[src/rtl/me_best_mv_tracker.sv]
// Best-MV tracker: keeps the minimum-cost candidate per coding sub-block over one search window
// and drains four records on frame_done. Optional MV cost term is enabled by ME_MV_COST_EN.
module me_best_mv_tracker #(
  parameter int unsigned SAD_W        = 16,
  parameter int unsigned ROW_OFFSET   = 32,
  parameter int unsigned COL_OFFSET   = 16,
  parameter int unsigned LAMBDA_SHIFT = 2
) (
  input  logic             clk,
  input  logic             rst_n,
  input  logic             frame_start,
  input  logic             frame_done,
  input  logic             sad_valid,
  input  logic [1:0]       sad_cb_id,
  input  logic [SAD_W-1:0] sad_value,
  input  logic [6:0]       search_row_count,
  input  logic [4:0]       search_column_count,
  output logic             busy,
  output logic             out_valid,
  input  logic             out_ready,
  output logic [1:0]       out_cb_id,
  output logic [SAD_W-1:0] out_cost,
  output logic [7:0]       out_mv_x,
  output logic [7:0]       out_mv_y,
  output logic             out_last
);

  typedef enum logic [1:0] {IDLE, ACCUM, FLUSH, DRAIN} state_t;

  if (LAMBDA_SHIFT > 15) begin : g_lambda_check
    $error("LAMBDA_SHIFT out of range");
  end

  state_t           state, state_nxt;
  logic             flush_cnt;
  logic [1:0]       rd_idx;
  logic             accept;
  logic             handshake;

  logic [SAD_W-1:0] tbl_cost [4];
  logic [7:0]       tbl_mv_x [4];
  logic [7:0]       tbl_mv_y [4];

  logic             s1_valid;
  logic [1:0]       s1_cb;
  logic [SAD_W-1:0] s1_cost;
  logic [7:0]       s1_mv_x;
  logic [7:0]       s1_mv_y;

  logic [7:0]       mv_x_c;
  logic [7:0]       mv_y_c;
  logic [SAD_W-1:0] cost_c;

  assign accept    = sad_valid && (state == ACCUM) && !frame_start;
  assign handshake = (state == DRAIN) && out_ready;
  assign mv_x_c    = {3'b000, search_column_count} - 8'(COL_OFFSET);
  assign mv_y_c    = {1'b0, search_row_count} - 8'(ROW_OFFSET);

`ifdef ME_MV_COST_EN
  localparam int unsigned WIDE_W = SAD_W + LAMBDA_SHIFT + 10;

  function automatic logic [7:0] mag8(input logic [7:0] v);
    return v[7] ? 8'(-v) : v;
  endfunction

  logic [8:0]        mv_mag;
  logic [WIDE_W-1:0] cost_wide;

  always_comb begin
    mv_mag    = {1'b0, mag8(mv_x_c)} + {1'b0, mag8(mv_y_c)};
    cost_wide = WIDE_W'(sad_value) + (WIDE_W'(mv_mag) << LAMBDA_SHIFT);
    cost_c    = (|cost_wide[WIDE_W-1:SAD_W]) ? '1 : cost_wide[SAD_W-1:0];
  end
`else
  assign cost_c = sad_value;
`endif

  always_comb begin
    state_nxt = state;
    if (frame_start) begin
      state_nxt = ACCUM;
    end else begin
      case (state)
        IDLE:    state_nxt = IDLE;
        ACCUM:   if (frame_done) state_nxt = FLUSH;
        FLUSH:   if (flush_cnt) state_nxt = DRAIN;
        DRAIN:   if (handshake && rd_idx == 2'd3) state_nxt = IDLE;
        default: state_nxt = IDLE;
      endcase
    end
  end

  always_ff @(posedge clk or negedge rst_n) begin
    if (!rst_n) begin
      state     <= IDLE;
      flush_cnt <= 1'b0;
      rd_idx    <= '0;
    end else begin
      state     <= state_nxt;
      flush_cnt <= (state == FLUSH) && !frame_start && !flush_cnt;
      if (frame_start || state != DRAIN) rd_idx <= '0;
      else if (handshake)                rd_idx <= rd_idx + 2'd1;
    end
  end

  always_ff @(posedge clk or negedge rst_n) begin
    if (!rst_n) begin
      s1_valid <= 1'b0;
      s1_cb    <= '0;
      s1_cost  <= '0;
      s1_mv_x  <= '0;
      s1_mv_y  <= '0;
    end else begin
      s1_valid <= accept;
      if (accept) begin
        s1_cb   <= sad_cb_id;
        s1_cost <= cost_c;
        s1_mv_x <= mv_x_c;
        s1_mv_y <= mv_y_c;
      end
    end
  end

  // S2 reads the table entry written on the previous edge, so back-to-back hits on one CB need no bypass mux.
  always_ff @(posedge clk or negedge rst_n) begin
    if (!rst_n) begin
      for (int unsigned i = 0; i < 4; i++) begin
        tbl_cost[i] <= '1;
        tbl_mv_x[i] <= '0;
        tbl_mv_y[i] <= '0;
      end
    end else if (frame_start) begin
      for (int unsigned i = 0; i < 4; i++) begin
        tbl_cost[i] <= '1;
        tbl_mv_x[i] <= '0;
        tbl_mv_y[i] <= '0;
      end
    end else if (s1_valid && s1_cost < tbl_cost[s1_cb]) begin
      tbl_cost[s1_cb] <= s1_cost;
      tbl_mv_x[s1_cb] <= s1_mv_x;
      tbl_mv_y[s1_cb] <= s1_mv_y;
    end
  end

  assign busy = (state != IDLE);

  always_comb begin
    out_valid = 1'b0;
    out_last  = 1'b0;
    out_cb_id = '0;
    out_cost  = '0;
    out_mv_x  = '0;
    out_mv_y  = '0;
    if (state == DRAIN) begin
      out_valid = 1'b1;
      out_last  = (rd_idx == 2'd3);
      out_cb_id = rd_idx;
      out_cost  = tbl_cost[rd_idx];
      out_mv_x  = tbl_mv_x[rd_idx];
      out_mv_y  = tbl_mv_y[rd_idx];
    end
  end

endmodule

[config.mk]
export PLATFORM = sky130hd
export DESIGN_NAME = me_best_mv_tracker
export DESIGN_NICKNAME = d
export VERILOG_FILES = /design/src/rtl/me_best_mv_tracker.sv
export SDC_FILE = /design/constraint.sdc
export NUM_CORES = 1
export LEC_CHECK = 0
export ABC_AREA = 0
export ABC_CLOCK_PERIOD_IN_PS = 4300
export BUFFER_PORTS_ARGS = -buffer_cell sky130_fd_sc_hd__buf_2
export CAP_MARGIN = 20
export CELL_PAD_IN_SITES_DETAIL_PLACEMENT = 2
export CELL_PAD_IN_SITES_GLOBAL_PLACEMENT = 2
export CORE_MARGIN = 3
export CORE_UTILIZATION = 40
export CTS_CLUSTER_DIAMETER = 50
export DETAILED_ROUTE_END_ITERATION = 8
export PLACE_DENSITY_LB_ADDON = 0.1
export SYNTH_ARGS = -nofsm -noshare
export SYNTH_HDL_FRONTEND = slang
export SYNTH_SLANG_ARGS = --single-unit
[constraint.sdc]
create_clock -name clk -period 4.3 [get_ports clk]
set_input_delay 0 -clock clk [delete_from_list [all_inputs] [get_ports clk]]
set_output_delay 0 -clock clk [all_outputs]
set_load 0.02 [all_outputs]
==> After elaboration in Yosys (flattened, before gate mapping) <==
Index checks and enable logic that the tools add are counted.
{ "classes": {"bitwise_logic": 2, "order_cmp": 4, "mux": 38, "eq_ne": 8, "add_sub_neg": 3, "reduce_logical": 16} }
{ "ops": {"columns": ["cell", "count"], "rows": [
  ["two-way mux 32 bit", 4],
  ["two-way mux 64 bit", 2],
  ["two-way mux 16 bit", 6],
  ["binary-select mux 16 bit (select 2 bit)", 2],
  ["bitwise mux 32 bit", 2],
  ["bitwise mux 64 bit", 1],
  ["two-way mux 8 bit", 7],
  ["binary-select mux 8 bit (select 2 bit)", 2],
  ["demux 16 bit (select 2 bit)", 1],
  ["demux 8 bit (select 2 bit)", 1],
  ["< comparator 16 bit", 1],
  ["two-way mux 2 bit", 7],
  ["logical AND 1 bit", 8],
  ["case mux 2 bit (4 select lines)", 1],
  ["subtractor 7 x 6 -> 8 bit, second input constant", 1],
  ["equality test 2 bit, second input constant", 3],
  ["greater-or-equal comparator 3 bit, second input constant", 2],
  ["!= test 3 bit, second input constant", 2],
  ["NOT 2 -> 3 bit", 2],
  ["nonzero test 2 bit", 3],
  ["subtractor 5 x 5 -> 6 bit, second input constant", 1],
  ["< comparator 3 x 1 -> 1 bit, second input constant", 1],
  ["!= test 3 x 2 -> 1 bit, second input constant", 1],
  ["AND reduction 3 bit", 1],
  ["7 further kinds", 9]
]} }
{ "word_totals": {"reg_bits": 168, "wordCells": 91, "output_inout_bits": 37} }

==> Depth between registers and ports, before layout <==
{ "depth": {"word_depth": 8, "mapped_depth": 12} }

==> Worst setup path after synthesis <==
OpenSTA, ideal clock, no wires.
{ "synth_path": {"path_kind": "register to register", "from": "register s1_cb[0]", "to": "register tbl_mv_x[24] (netlist name)", "setup_time_ns": 0.126, "slack_ns": 1.237, "path_stages_with_launch": 13, "n_path_buf": 4, "period_less_slack_ns": 3.063, "arrival_time_ns": 2.937, "path_cell_list": "dfrtp_1 > buf_2 > buf_2 > mux4_2 > inv_1 > ha_1 > a21oi_1 > o21ai_1 > a221oi_2 > nand3_1 > buf_2 > buf_4 > mux2i_1"} }
{ "synth_between": {"elab_chain_cells": 8} }
{ "synth_lines": {"columns": ["item", "line_no", "rtl"], "rows": [
  ["start, declared", "45", "logic [1:0] s1_cb;"],
  ["start signal, assigned", "116", "s1_cb <= sad_cb_id;"],
  ["NOT 2 -> 3 bit (not written as such) (*)", "138, 140", null],
  ["parallel branches: the longest is 7 deep, another holds < comparator 16 bit", null, null],
  ["end signal, assigned by index", "140", "tbl_mv_x[s1_cb] <= s1_mv_x;"],
  ["end, declared", "41", "logic [7:0] tbl_mv_x [4];"]
]} }
Every way passes the cells marked *. The select of a mux whose other input is x is not followed.
A chain may end at the register's enable or synchronous reset.

==> Worst setup path in the final report <==
{ "layout_path": {"from": "register s1_cb[1]", "to": "register tbl_cost[13] (netlist name)"} }
{ "layout_between": {"elab_chain_cells": 8} }
{ "layout_lines": {"columns": ["item", "line_no", "rtl"], "rows": [
  ["NOT 2 -> 3 bit (not written as such) (*)", "138, 139", null],
  ["parallel branches: the longest is 7 deep, another holds < comparator 16 bit", null, null],
  ["end signal, assigned by index", "139", "tbl_cost[s1_cb] <= s1_cost;"],
  ["end, declared", "40", "logic [SAD_W-1:0] tbl_cost [4];"]
]} }
Marks and branches as above.

==> results.json <==
{
  "status": "complete, no violations",
  "grt_overflow": 0,
  "rsz0062_at_grt": "no",
  "arrival_ns": 4.02,
  "netlist_instances": 720,
  "vias": 5867,
  "max_freq_mhz": 272,
  "via_per_inst": 5.39,
  "fin_nets": 868,
  "ys_seq_elements": 153,
  "cts-root-buf": "clkbuf_16",
  "synth_fp_nets": 777,
  "stdcell_count": 1089,
  "portBuffers": 72,
  "worst_pin_slew_ns": 1.04,
  "drc": 0,
  "clock_sinks": 153,
  "htree_levels": 4,
  "clockBufferDepth": 2,
  "startpoint_type": "register",
  "path_max_fanout": 29,
  "layout_common_cells": "mux2i_1, nand2_1, dfrtp_1, nor2_1, buf_2",
  "worstSetupPathType": "register to register",
  "core_area_sq_um": 19800,
  "syn_avg_cell_area_sq_um": 11.4,
  "cts_tree": "built",
  "setup_tns_ns": 0,
  "maxCapViolCount": 0,
  "total_power_w": 0.00472,
  "die_area_sq_um": 22200,
  "finalCritPeriodShare": 0.855,
  "grt_usage": 0.231,
  "max_slew_margin": 0.304,
  "die_w_microns": 149,
  "nFillCells": 1976,
  "setup_viol": 0,
  "dr.first_iter.drc_count": 225,
  "start_util": 0.414,
  "clk_pin_slew_ns": 0.06,
  "period_needed_ns": 3.68,
  "antenna_found_initial": 0,
  "ant_nets": 0,
  "fin_hold_ws_ns": 0.0914,
  "cts_buffers": 17,
  "ys_types": 33,
  "grt_max_degree": 116,
  "finalHoldViolCount": 0,
  "worstPathRequired_ns": 4.64,
  "ys_warn_count": 0,
  "crit_path_end_kind": "register",
  "pwr_density_cell_nw_per_um2": 483,
  "min_path_type": "primary input to register",
  "drive_gt1_frac": 0.283,
  "hold_buffers": 33,
  "drt-pass1-iter-count": 4,
  "gp_congestion": 0.743,
  "diodes": 0,
  "p_leak_nw": 5.07,
  "grt_pass1_vias": 6866,
  "grt_pass1_wl_microns": 39500,
  "dp_hpwl_microns": 14600,
  "cts_resized": 0,
  "drt-wirelength-per-cell_microns": 22.1,
  "wl_microns": 24000,
  "area_delta_synth_final_pct": 19.2,
  "postCtsSetupBuffers": 0,
  "place_inst": 1022,
  "final_common_cell": "mux2i_1",
  "clock_skew_ns": 0.0129,
  "synth_area_sq_um": 8190,
  "rows": 51,
  "insertion_delay_ns": 0.43,
  "dieHeight_microns": 149,
  "seq_area_frac_synth": 0.477,
  "ios": 73,
  "drv_slew": 0,
  "worst_ir_drop_vdd_mv": 0.310
}
==> sequential cells by signal (all words and copies together) (netlist names) <==
name       count
state          2
tbl_cost      64
s1_mv_y        8
flush_cnt      1
s1_valid       1
rd_idx         2
s1_mv_x        5
tbl_mv_y      32
s1_cb          2
s1_cost       16
tbl_mv_x      20
==> power breakdown <==
part	switching (W)	internal (W)	total, W	leakage, nW
Combinational	0.000702	0.000499	0.00120	2.92
Sequential	0.000242	0.00170	0.00194	1.86
Clock	0.000645	0.000931	0.00158	0.289
==> routing by layer <==
metal  share of wire  global-route usage  vias to the layer above
li1                -                   -                     2624
met1            0.44               0.303                     3128
met2            0.52               0.403                       97
met3           0.025              0.0349                       18
met4           0.012              0.0581                        0
met5               0                   0                        -
==> critical path, cell delays in order (launching register included) <==
cell and delay, ns:
dfrtp_1 1.03, mux4_2 0.38, inv_1 0.05, ha_1 0.33, nand4_1 0.23, nor4_1 0.39
a221oi_2 0.15, nand4_1 0.13, buf_4 0.58, mux2i_1 0.30
==> kinds of logic (layout without fill, tap and decap cells) <==
family	count (synthesis)	count (layout)	share of synthesized area
AO/OA/AOI/OAI	18	18	0.0144
XOR/XNOR	1	1	0.00107
multiplexers	163	163	0.268
AND/OR/NAND/NOR	289	289	0.167
adder cells (fa/ha/maj)	21	21	0.0321
flip-flops	153	153	0.477
buffers and inverters	75	179	0.0409
==> Yosys cell counts <==
cell type | number | area, sq um
o21ai_0 | 4 | 20.0
a21oi_1 | 6 | 30.0
xnor2_1 | 1 | 8.76
nand3_1 | 1 | 5.00
o22ai_1 | 1 | 6.26
nor2_1 | 87 | 327
nand4b_1 | 2 | 17.5
buf_4 | 4 | 30.0
and2_1 | 32 | 200
o21bai_1 | 1 | 7.51
o21ai_1 | 1 | 5.00
inv_1 | 25 | 93.8
nand3b_1 | 1 | 7.51
mux4_2 | 45 | 1010
mux2i_1 | 118 | 1180
dfrtp_1 | 89 | 2230
a41oi_1 | 1 | 8.76
o2111ai_1 | 1 | 8.76
nand2b_1 | 67 | 419
nand4_1 | 4 | 25.0
buf_6 | 3 | 33.8
buf_2 | 13 | 65.1
nor4_1 | 1 | 6.26
clkbuf_1 | 28 | 105
dfstp_2 | 64 | 1680
nand2_1 | 92 | 345
nor3b_1 | 1 | 7.51
a22o_1 | 1 | 8.76
nor3_1 | 1 | 5.00
a221oi_2 | 1 | 15.0
buf_1 | 2 | 7.51
ha_1 | 21 | 263
o211ai_1 | 1 | 7.51
==> worst paths after layout <==
path	slack, ns	from	cells past startpoint	endpoint
min in group asynchronous	0.16	rst_n	2	s1_mv_x[3]
min	0.09	frame_done	5	state[0]
max reg2reg	0.62	s1_cb[1]	9	tbl_cost[13]
min reg2reg	0.45	flush_cnt	1	flush_cnt
max in group asynchronous	2.95	rst_n	3	s1_valid
max	0.62	s1_cb[1]	9	tbl_cost[13]
==> final cells by class <==
cell class / instances / area (sq um) / area share
repair buffers: 122 / 872 / 0.0893
clock buffers: 18 / 439 / 0.0450
flip-flops and latches: 153 / 3910 / 0.400
well taps: 265 / 332 / 0.0339
inverters: 25 / 93.8 / 0.00961
clock inverters: 14 / 168 / 0.0172
multi-input cells: 492 / 3950 / 0.405
==> per-stage QoR <==
stage	setup WS, ns	instance area [sq um]	utilization
after global routing	0.358	9770	0.494
after global placement	0.851	8780	0.444
after floorplan	1.24	8190	-
final	0.623	9770	0.494
after CTS	0.654	9720	0.491
after detailed placement	0.716	8780	0.444
(Power assumes the default switching activity.)
